==> src/rtl/key_pkg.sv <==
// Shared types and default timing constants for the front-panel key controller.
// Defaults assume a 50 MHz sys_clk.
package key_pkg;

  localparam int unsigned DEB_W = 20;
  localparam int unsigned TMR_W = 26;

  localparam logic [DEB_W-1:0] DEB_MAX_DEF  = 20'd999_999;     // 20 ms
  localparam logic [TMR_W-1:0] LONG_MAX_DEF = 26'd49_999_999;  // 1 s
  localparam logic [TMR_W-1:0] DBL_MAX_DEF  = 26'd14_999_999;  // 300 ms

  typedef enum logic [2:0] {
    StIdle     = 3'd0,
    StPress1   = 3'd1,
    StLongHold = 3'd2,
    StGap      = 3'd3,
    StPress2   = 3'd4
  } key_state_e;

  // Saturating increment so a forgotten state can never wrap back into a match.
  function automatic logic [TMR_W-1:0] tmr_inc(input logic [TMR_W-1:0] t);
    return (&t) ? t : t + TMR_W'(1);
  endfunction

endpackage

==> src/rtl/key_debounce.sv <==
// Two-flop synchroniser and counter debouncer for one active-low key.
// Produces the debounced level plus one-cycle press/release pulses.
module key_debounce
  import key_pkg::*;
#(
  parameter logic [DEB_W-1:0] DEB_MAX = DEB_MAX_DEF
) (
  input  logic clk_i,
  input  logic rst_i,
  input  logic key_ni,
  output logic key_level_o,
  output logic press_p_o,
  output logic release_p_o
);

  logic [1:0]       sync_q, sync_d;
  logic             level_q, level_d;
  logic             level_dly_q;
  logic [DEB_W-1:0] cnt_q, cnt_d;
  logic             key_sync;

  always_comb begin
    sync_d   = {sync_q[0], key_ni};
    key_sync = sync_q[1];
    level_d  = level_q;
    cnt_d    = '0;
    if (key_sync != level_q) begin
      if (cnt_q == DEB_MAX) begin
        level_d = key_sync;
      end else begin
        cnt_d = cnt_q + DEB_W'(1);
      end
    end
  end

  always_ff @(posedge clk_i) begin
    if (rst_i) begin
      sync_q      <= 2'b11;
      level_q     <= 1'b1;
      level_dly_q <= 1'b1;
      cnt_q       <= '0;
    end else begin
      sync_q      <= sync_d;
      level_q     <= level_d;
      level_dly_q <= level_q;
      cnt_q       <= cnt_d;
    end
  end

  assign key_level_o = level_q;
  // Pulses fire in the first cycle the debounced level shows its new value.
  assign press_p_o   = level_dly_q & ~level_q;
  assign release_p_o = ~level_dly_q & level_q;

endmodule

==> src/rtl/key_event_ctrl.sv <==
// Key gesture classifier: debounced key -> short / long / double-click flags.
// Each gesture produces exactly one registered single-cycle flag.
module key_event_ctrl
  import key_pkg::*;
#(
  parameter logic [DEB_W-1:0] DEB_MAX  = DEB_MAX_DEF,
  parameter logic [TMR_W-1:0] LONG_MAX = LONG_MAX_DEF,
  parameter logic [TMR_W-1:0] DBL_MAX  = DBL_MAX_DEF
) (
  input  logic sys_clk,
  input  logic sys_rst,
  input  logic key_in,
  output logic key_level,
  output logic short_flag,
  output logic long_flag,
  output logic double_flag,
  output logic busy
);

  logic press_p, release_p;

  key_debounce #(
    .DEB_MAX (DEB_MAX)
  ) u_debounce (
    .clk_i       (sys_clk),
    .rst_i       (sys_rst),
    .key_ni      (key_in),
    .key_level_o (key_level),
    .press_p_o   (press_p),
    .release_p_o (release_p)
  );

  key_state_e       state_q, state_d;
  logic [TMR_W-1:0] timer_q, timer_d;
  logic             short_q, short_d;
  logic             long_q, long_d;
  logic             dbl_q, dbl_d;
  logic             busy_q, busy_d;

  always_comb begin
    state_d = state_q;
    short_d = 1'b0;
    long_d  = 1'b0;
    dbl_d   = 1'b0;
    case (state_q)
      StIdle: begin
        if (press_p) state_d = StPress1;
      end
      StPress1: begin
        // A release on the same cycle as the timeout still counts as a short click.
        if (release_p) begin
          state_d = StGap;
        end else if (timer_q == LONG_MAX) begin
          state_d = StLongHold;
          long_d  = 1'b1;
        end
      end
      StLongHold: begin
        if (release_p) state_d = StIdle;
      end
      StGap: begin
        if (press_p) begin
          state_d = StPress2;
        end else if (timer_q == DBL_MAX) begin
          state_d = StIdle;
          short_d = 1'b1;
        end
      end
      StPress2: begin
        if (release_p) begin
          state_d = StIdle;
          dbl_d   = 1'b1;
        end
      end
      default: state_d = StIdle;
    endcase

    timer_d = (state_d != state_q) ? '0 : tmr_inc(timer_q);
    busy_d  = (state_d != StIdle);
  end

  always_ff @(posedge sys_clk) begin
    if (sys_rst) begin
      state_q <= StIdle;
      timer_q <= '0;
      short_q <= 1'b0;
      long_q  <= 1'b0;
      dbl_q   <= 1'b0;
      busy_q  <= 1'b0;
    end else begin
      state_q <= state_d;
      timer_q <= timer_d;
      short_q <= short_d;
      long_q  <= long_d;
      dbl_q   <= dbl_d;
      busy_q  <= busy_d;
    end
  end

  assign short_flag  = short_q;
  assign long_flag   = long_q;
  assign double_flag = dbl_q;
  assign busy        = busy_q;

endmodule

==> config.mk <==
export PLATFORM = sky130hd
export DESIGN_NAME = key_event_ctrl
export DESIGN_NICKNAME = d
export VERILOG_FILES = /design/src/rtl/key_pkg.sv /design/src/rtl/key_debounce.sv /design/src/rtl/key_event_ctrl.sv
export SDC_FILE = /design/constraint.sdc
export NUM_CORES = 1
export LEC_CHECK = 0
export BUFFER_PORTS_ARGS = -buffer_cell sky130_fd_sc_hd__buf_4
export CORE_AREA = 2 2 89 99
export CTS_BUF_LIST = sky130_fd_sc_hd__clkbuf_8
export CTS_CLUSTER_DIAMETER = 150
export DETAILED_ROUTE_END_ITERATION = 8
export DIE_AREA = 0 0 91 101
export GPL_ROUTABILITY_DRIVEN = 1
export PLACE_DENSITY_LB_ADDON = 0.12
export SYNTH_ARGS = -nofsm -noshare
export SYNTH_HDL_FRONTEND = slang
export SYNTH_SLANG_ARGS = --single-unit
==> constraint.sdc <==
create_clock -name sys_clk -period 2.34 [get_ports sys_clk]
set_clock_uncertainty 0.05 [all_clocks]
set_input_delay 0.234 -clock sys_clk [delete_from_list [all_inputs] [get_ports sys_clk]]
set_output_delay 0.234 -clock sys_clk [all_outputs]
set_load 0.02 [all_outputs]
* Yosys cells after proc, flatten, opt, wreduce, memory -nomap -nowiden
Cells that the tools add are included.
** Storage, ports and cells
- Register bits :: 57
- Input port bits :: 3
** Operators by class
- Bitwise logic cells :: 8
- Muxes and demuxes :: 10
- Equal/unequal tests :: 9
- $add $sub $neg :: 2
- Reduce and logical (&&, ||, !) cells :: 10
** Operators by type and width (number)
- $add 26x1->26 const B :: 1
- $eq 26x24->1 const B :: 1
- $eq 26x26->1 const B :: 1
- $reduce_and 26->1 :: 1
- $add 20x1->20 const B :: 1
- $eq 20x20->1 const B :: 1
- $mux 3 :: 6
- $pmux 3 s4 :: 1
- $reduce_or 3->1 :: 3
- $eq 3x2->1 const B :: 2
- $not 1->1 :: 6
- $reduce_or 2->1 :: 3
- $eq 3x1->1 const B :: 1
- $eq 3x3->1 const B :: 1
- $logic_not 3->1 :: 1
- $mux 1 :: 3
- $ne 3x3->1 :: 1
- $reduce_bool 3->1 :: 1
- $and 1x1->1 :: 2
- $reduce_and 2->1 :: 1
- $ne 1x1->1 :: 1

* Depth between registers and ports, before layout
Gate-level depths: netlist (run 1).
- Depth in word-level cells :: 6
- Depth in mapped cells :: 8
- Depth with buffers taken out :: 6

* By module
Synthesis (run 1) repeated with hierarchy kept, for this count alone.
** Second synthesis, totals
- Cells, all modules :: 337
- Area total of the unflattened synthesis :: 2854.0 sq um
** Modules (own cells, without submodules)
- key_event_ctrl :: seq. area each 660.6 sq um, cells each 221, times used 1, area each 1784.2 sq um
- key_debounce :: seq. area each 480.5 sq um, cells each 116, times used 1, area each 1069.8 sq um

* Least setup slack after synthesis (run 1)
No wires, ideal clock.
- Path kind :: reg-to-reg
- From :: reg timer_q[9]
- To :: reg timer_q[9]
- Cell stages (with the launch flop) :: 7
- Setup slack :: 0.148 ns
- Required time :: 2.165 ns
- Arrival time :: 2.016 ns
- Setup time :: 0.125 ns
- Path through :: dfxtp_1 > or4b_1 > or4_4 > nor3_2 > a2bb2oi_4 > buf_6 > a21oi_1
** Between the ends
- Cells in the longest elaborated chain, start to end :: 6
- Elaborated cells between the ends (all ways) :: 11
- Those cells by class :: add/sub: 1; eq/ne: 3; mux: 5; reduce/logical: 2
** Ends and longest elaborated chain
- from (decl) :: line key_event_ctrl.sv:34 : logic [TMR_W-1:0] timer_q, timer_d;
- from (signal assigned) :: line key_event_ctrl.sv:92 : timer_q <= timer_d;
- $eq 26x24->1 / $eq 26x26->1 (equally long branches) :: line key_event_ctrl.sv:64, key_event_ctrl.sv:53
- $mux 3 (on tied branches) :: line key_event_ctrl.sv:64, key_event_ctrl.sv:53
- $mux 3 (on tied branches) :: line key_event_ctrl.sv:62, key_event_ctrl.sv:51
- $pmux 3 s4 :: line key_event_ctrl.sv:45 : case (state_q)
- $ne 3x3->1 :: line key_event_ctrl.sv:78 : timer_d = (state_d != state_q) ? '0 : tmr_inc(timer_q);
- $reduce_or 2->1 (no line)
Parallel ways exist; a longest one is shown, timed or not.
A chain may end at the register's enable or synchronous reset.

* Final worst setup path (run 1)
- From :: reg timer_q[10]
- To :: reg state_q[1]
** Between the ends
- Cells in the longest elaborated chain, start to end :: 4
- Elaborated cells between the ends (all ways) :: 7
- Those cells by class :: eq/ne: 2; mux: 5
** Ends and longest elaborated chain
- $eq 26x24->1 / $eq 26x26->1 (equally long branches) :: line key_event_ctrl.sv:64, key_event_ctrl.sv:53
- $mux 3 (on tied branches) :: line key_event_ctrl.sv:64, key_event_ctrl.sv:53
- $mux 3 (on tied branches) :: line key_event_ctrl.sv:62, key_event_ctrl.sv:51
- $pmux 3 s4 (*) :: line key_event_ctrl.sv:45
- to (signal assigned) :: line key_event_ctrl.sv:84 : state_q <= StIdle;
- to (signal assigned) :: line key_event_ctrl.sv:91 : state_q <= state_d;
- to (decl) :: line key_event_ctrl.sv:33 : key_state_e state_q, state_d;
Mark *: on every way between the ends. The rest lies on a longest branch, timed or not.

==> results of run 1 <==
## logic make-up (layout without fill, tap and decap cells)
| kind of cell | Yosys count | in the layout | share of synthesized area [%] |
|---|---|---|---|
| adders and majority gates | 2 | 2 | 0.8935 |
| and+or+nand+nor | 174 | 174 | 32.98 |
| muxes | 1 | 1 | 0.3575 |
| xor gates and xnor gates | 35 | 35 | 10.95 |
| DFF | 57 | 57 | 40.75 |
| buffers and inverters | 22 | 47 | 3.530 |
| AOI/OAI and AO/OA | 43 | 43 | 10.55 |
## worst paths after layout
kind / end / startpoint / slack (ns)
worst max-delay path: state_q[1]$_SDFF_PP0_ / timer_q[10]$_SDFFE_PP0N_ / 0.08
worst min-delay path: u_debounce.sync_q[0]$_SDFF_PP1_ / key_in / 0.05
worst max register to register: state_q[1]$_SDFF_PP0_ / timer_q[10]$_SDFFE_PP0N_ / 0.08
worst min register to register: u_debounce.sync_q[1]$_SDFF_PP1_ / u_debounce.sync_q[0]$_SDFF_PP1_ / 0.37
## state kept, by name, indices dropped and copies added (netlist names)
register                cells
state_q                     3
double_flag                 1
u_debounce.key_level_o      1
long_flag                   1
u_debounce.cnt_q           20
short_flag                  1
busy                        1
u_debounce.sync_q           2
timer_q                    26
u_debounce.level_dly_q      1
## cell usage in the layout (no fill, tap or decap), types with 5 or more instances in the layout
master     n
a211oi_1   5
a21oi_1   15
a31oi_1    5
and2_1     5
and3_1     8
and4_1     8
buf_4     26
clkbuf_8   9
dfxtp_1   57
inv_1      7
nand2_1   24
nand3_1   16
nand4_1   18
nor2_1    48
nor3_1    13
nor4_1     8
xnor2_1   25
xor2_1    10
## worst max-delay path, cell delays in order, from the launching register on
cell,delay (ns)
dfxtp_1,0.33
or4b_1,0.54
or4_4,0.51
or3_2,0.51
nand2_1,0.11
a31oi_1,0.08
## metal layers
metal  vias up  share of wire (%)  global-route usage, %
met5         -                  0                      0
met4         0               0.49                  5.594
met3         4                2.3                  3.815
met2        25                 48                  24.79
met1      1123                 49                  19.01
li1       1240                  -                      -
## power groups by stage
stage	logic (uW)	registers, uW	clock network, uW
after detailed placement	39.6	1000	0
after global routing	44.3	984	930
after CTS	39.7	983	890
after global placement	38.7	1000	0
final	38.4	983	851
after floorplan	28.7	1000	0
## what timing repair did
action | CTS | global route
hold buffers | 0 | 0
resized for setup | 0 | 1
setup endpoints to repair | 0 | 20
## layout make-up
type                       instances  area, um^2
fill                             872        4976
multi-input combinational        255        1567
sequential                        57        1141
timing repair buffer              27       215.2
tap                              111       138.9
clock buffer                       9       123.9
clock inverter                     6       52.55
inverter                           5       18.77
## through the flow
step / instances / hold slack [ns]
6_report: 470 / 0.04670
5_1_grt: 470 / 0.01958
4_1_cts: 470 / 0.01965
3_5_place_dp: 455 / 0.3510
3_3_place_gp: 455 / 0.3575
2_1_floorplan: 334 / 0.2878
==> results.py, run 1 <==
metrics = {
    "clock_tree": {
        "clock-sinks": 57,
        "cts_tree": "done",
        "cts.clk_slew.worst_paths_ns": 0.07,
        "clockBufferDepth": 2,
        "clock_latency_ns": 0.33,
        "cts_setup_buffers": 0,
        "clock-root-buffer": "clkbuf_8",
        "cts_buffers": 9,
        "h-tree-depth": 3,
    },
    "sta": {
        "rsz0062_at_grt": "false",
        "timing.final.crit_share_pct": 96.61,
        "slew_headroom_pct": 52.32,
        "clock.fmax_mhz": 442.3,
        "setup_viol": 0,
        "hold_viol": 0,
        "period_needed_ns": 2.261,
        "setup_tns_ns": 0,
        "slew_viol_final": 0,
        "worstMarginPinSlew_ns": 0.7152,
        "layout_setup_ws_ns": 0.07933,
    },
    "grt": {
        "track_usage_pct": 15.02,
        "grt_pass1_vias": 2313,
        "grt_max_degree": 27,
        "grt_pass1_wl_um": 11030,
        "grt_antenna_before_repair": 0,
        "grt_overflow": 0,
    },
    "critical_path": {
        "start_kind": "flop",
        "cp-end-kind": "flop",
        "cp.required_ns": 2.48,
        "critical_path_arrival_ns": 2.40,
        "crit_type": "flop to flop",
        "critPathMaxFanout": 3,
        "worst_r2r_path_depth": 5,
    },
    "detailed_routing": {
        "via_per_inst": 5.089,
        "dr.pass1.iters": 4,
        "routedWlPerCell_um": 13.40,
        "ant_nets": 0,
        "drc_errors": 0,
        "first_iter_violations": 90,
        "wl_um": 6300,
        "vias": 2392,
    },
    "placed_design": {
        "place.gp.congestion": 0.7814,
        "dp.final_hpwl_um": 4358,
        "port-buffer-count": 7,
        "place_area_um2": 3074,
        "dp_slack_ns": 0.1159,
    },
    "worst_hold_path": {
        "hold_path_class": "input pin to flop",
        "hold_path_depth": 2,
    },
    "yosys": {
        "ys_ff_latch": 57,
        "syn_nets": 339,
        "synth_cells": 334,
        "synthArstFlopShare_pct": 0,
        "yosysWarnings": 0,
        "synth.most_common_cell": "dfxtp_1",
        "yosysSeqAreaShare_pct": 40.75,
        "synth.area.top_cells": "dfxtp_1 41%, xnor2_1 7.8%, nor2_1 6.4%",
        "netlist-cell-type-count": 50,
        "synth_area_um2": 2800,
        "yosysTopAreaCell": "dfxtp_1",
        "synth_edf_count": 0,
        "synth_top_area_share_pct": 40.75,
        "synthTopCellsByCount": "57 x dfxtp_1, 48 x nor2_1, 25 x xnor2_1, 24 x nand2_1, 18 x nand4_1",
        "avgSynthCellArea_um2": 8.384,
        "ys.flop_type": "dfxtp_1",
    },
    "power": {
        "leakage_uw": 0.001060,
        "power.total_uw": 1872,
        "ir_worst_vdd_v": 0.0002756,
        "switching_share_pct": 21.73,
        "combPwrFrac_pct": 2.0,
        "pwr-share-seq_pct": 52.5,
        "clkPwrFrac_pct": 45.5,
        "switchingPower_uw": 406.8,
        "power_density_nw_per_um2": 574.9,
        "p_int_uw": 1466,
    },
    "die": {
        "pin_count": 8,
        "die_area_um2": 9191,
        "fp-row-count": 35,
        "coreArea_um2": 8233,
        "die_h_um": 101,
        "initial_core_util_pct": 34.01,
        "die_w_um": 91,
    },
    "run_status": {
        "status": "finished, final reports clean",
    },
    "layout": {
        "num-nets-final": 360,
        "final_area_um2": 3257,
        "drive_gt1_share_pct": 14.21,
        "n_antenna_cell": 0,
        "area_growth_pct": 16.31,
        "utilization_pct": 39.56,
    },
    "run": {
        "maxCapViolations": 0,
    },
}
Note: power is estimated with default switching activity, not from simulation.
==> inputs of run 2 (changes only) <==
--- a/config.mk
+++ b/config.mk
@@ -6,13 +6,15 @@
 export NUM_CORES = 1
 export LEC_CHECK = 0
 export BUFFER_PORTS_ARGS = -buffer_cell sky130_fd_sc_hd__buf_4
-export CORE_AREA = 2 2 89 99
+export CAP_MARGIN = 40
+export CORE_AREA = 2 2 90 100
 export CTS_BUF_LIST = sky130_fd_sc_hd__clkbuf_8
 export CTS_CLUSTER_DIAMETER = 150
 export DETAILED_ROUTE_END_ITERATION = 8
-export DIE_AREA = 0 0 91 101
+export DIE_AREA = 0 0 92 102
 export GPL_ROUTABILITY_DRIVEN = 1
 export PLACE_DENSITY_LB_ADDON = 0.12
 export SYNTH_ARGS = -nofsm -noshare
 export SYNTH_HDL_FRONTEND = slang
+export SYNTH_HIERARCHICAL = 1
 export SYNTH_SLANG_ARGS = --single-unit
==> results.py, run 2 <==
metrics = {
    "power": {
        "p_int_uw": 1644,
        "leakage_uw": 0.001067,
        "power_density_nw_per_um2": 632.6,
        "pwr-share-seq_pct": 47.2,
        "switchingPower_uw": 437.1,
        "ir_worst_vdd_v": 0.0001983,
        "clkPwrFrac_pct": 51.1,
        "switching_share_pct": 21.00,
        "combPwrFrac_pct": 1.6,
    },
    "clock_tree": {
        "clock-sinks": 57,
        "clock-root-buffer": "clkbuf_8",
        "ctsHoldBuffers": 0,
        "clock_latency_ns": 0.34,
        "cts.clk_slew.worst_paths_ns": 0.07,
        "cts_tree": "done",
        "cts_buffers": 9,
        "h-tree-depth": 3,
        "clockBufferDepth": 2,
    },
    "sta": {
        "clock.fmax_mhz": 468.1,
        "timing.final.crit_share_pct": 91.30,
        "setup_viol": 0,
        "hold_viol": 0,
        "worstMarginPinSlew_ns": 0.3926,
        "period_needed_ns": 2.136,
        "setup_tns_ns": 0,
        "rsz0062_at_grt": "false",
        "slew_headroom_pct": 73.59,
        "slew_viol_final": 0,
    },
    "die": {
        "die_area_um2": 9384,
        "fp-row-count": 35,
        "coreArea_um2": 8320,
        "initial_core_util_pct": 34.30,
        "pin_count": 8,
        "die_w_um": 92,
        "die_h_um": 102,
    },
    "layout": {
        "multi_input_area_um2": 1624,
        "final_common_cell": "nor2_1",
        "drive_gt1_share_pct": 13.89,
        "n_antenna_cell": 0,
        "largest_reg_flops": 26,
        "regArea_um2": 1141,
        "finalNonFillerCells": 471,
        "num-nets-final": 360,
        "fill_cells": 859,
        "top_register": "timer_q",
        "area_growth_pct": 15.26,
        "largestRegisters": "timer_q x26, u_debounce/cnt_q x20, state_q x3",
        "final_cell_mix": "63 x nor2_1, 57 x dfxtp_1, 23 x nand2_1, 22 x xnor2_1, 19 x nand3_1",
    },
    "yosys": {
        "synth.area.top_cells": "dfxtp_1 40%, nor2_1 8.3%, xnor2_1 6.8%",
        "ys.flop_type": "dfxtp_1",
        "synth_area_um2": 2854,
        "netlist-cell-type-count": 55,
        "avgSynthCellArea_um2": 8.469,
        "syn_nets": 342,
        "synth.most_common_cell": "nor2_1",
        "synthArstFlopShare_pct": 0,
        "ys_ff_latch": 57,
        "synth_top_area_share_pct": 39.98,
        "synth_cells": 337,
        "synth_edf_count": 0,
        "yosysWarnings": 6,
        "synthTopCellsByCount": "63 x nor2_1, 57 x dfxtp_1, 23 x nand2_1, 22 x xnor2_1, 20 x nand3_1",
        "yosysTopAreaCell": "dfxtp_1",
        "yosysSeqAreaShare_pct": 39.98,
    },
    "run_status": {
        "status": "finished, final reports clean",
    },
    "critical_path": {
        "critical_path_arrival_ns": 2.31,
        "start_kind": "flop",
        "crit_type": "flop to flop",
        "critPathMaxFanout": 26,
        "cp.required_ns": 2.51,
        "cp-end-kind": "flop",
        "worst_r2r_path_depth": 7,
    },
    "worst_hold_path": {
        "hold_path_class": "input pin to flop",
        "hold_path_depth": 2,
    },
    "grt": {
        "grt_antenna_before_repair": 0,
        "grt_max_degree": 27,
        "track_usage_pct": 14.57,
        "grt_pass1_wl_um": 10840,
        "grt_overflow": 0,
        "grt_pass1_vias": 2277,
    },
    "placed_design": {
        "post-place-cells": 455,
        "dp.final_hpwl_um": 4378,
        "port-buffer-count": 7,
        "place.gp.congestion": 0.8615,
    },
    "detailed_routing": {
        "dr.pass1.iters": 4,
        "ant_nets": 0,
        "wl_um": 6286,
        "routedWlPerCell_um": 13.35,
        "vias": 2380,
        "drc_errors": 0,
        "first_iter_violations": 78,
        "via_per_inst": 5.053,
    },
    "run": {
        "maxCapViolations": 0,
    },
}
-- run 2: cells by family after synthesis --
family,count (synthesis),synth area share [%]
xor+xnor,31,9.513
simple gates,191,36.61
buf+inv,14,3.288
mux,3,1.096
compound gates,39,8.637
fa+ha+maj,2,0.8767
flops,57,39.98
-- run 2: path summary, 6_finish.rpt --
check / slack, ns / from / end
max: 0.20 / timer_q[7]$_SDFFE_PP0N_ / timer_q[2]$_SDFFE_PP0N_
max reg2reg: 0.20 / timer_q[7]$_SDFFE_PP0N_ / timer_q[2]$_SDFFE_PP0N_
min: 0.03 / key_in / u_debounce/sync_q[0]$_SDFF_PP1_
min reg2reg: 0.37 / u_debounce/sync_q[0]$_SDFF_PP1_ / u_debounce/sync_q[1]$_SDFF_PP1_
-- run 2: power groups by stage --
stage                     clock (uW)  sequential [uW]  combinational, uW
final                           1060              983               33.7
after global routing            1150              984               38.8
after floorplan                    0             1000               25.1
after CTS                       1100              982               34.6
after detailed placement           0             1000               34.4
after global placement             0             1000               34.0
-- run 2: repair_timing --
item	in CTS	in global routing
resized for setup	0	1
setup endpoints to repair	0	26
endpoints found under the hold margin	0	0
buffers inserted	0	0
-- run 2: stage by stage --
stage | hold WS, ns | cell area (um^2) | util [%] | power (uW) | worst slack [ns]
after floorplan | 0.2531 | 2854 | - | 1028 | 0.2973
after global placement | 0.3435 | 3054 | 36.71 | 1039 | 0.09985
after detailed placement | 0.3498 | 3054 | 36.71 | 1039 | 0.1038
after CTS | 0.01185 | 3284 | 39.47 | 2115 | 0.06817
after global routing | 0.02243 | 3289 | 39.53 | 2168 | 0.008808
final | 0.02783 | 3289 | 39.53 | 2081 | 0.2037
-- run 2: area by class of cell --
cell class                      instances  share of cell area [%]
Clock inverter                          5                   2.396
Inverter                                4                  0.4564
Multi-Input combinational cell        266                   49.37
Timing Repair Buffer                   17                   4.260
Sequential cell                        57                   34.69
Clock buffer                           11                   4.603
Tap cell                              111                   4.222
-- run 2: routing by layer --
| metal | up-vias | global-route usage [%] | wire length [um] |
|---|---|---|---|
| met5 | - | 0 | 0 |
| met4 | 0 | 6.889 | 133 |
| met3 | 9 | 3.540 | 167 |
| met2 | 28 | 23.47 | 2895 |
| met1 | 1104 | 18.54 | 3089 |
| li1 | 1239 | - | - |
-- run 2: worst max-delay path: stages (launching register included) --
cell and delay (ns):
dfxtp_1 0.37, or4b_1 0.55, nor3_2 0.26, a41oi_1 0.15, o21a_1 0.22, o21ai_4 0.17
buf_12 0.19, nor3_1 0.07
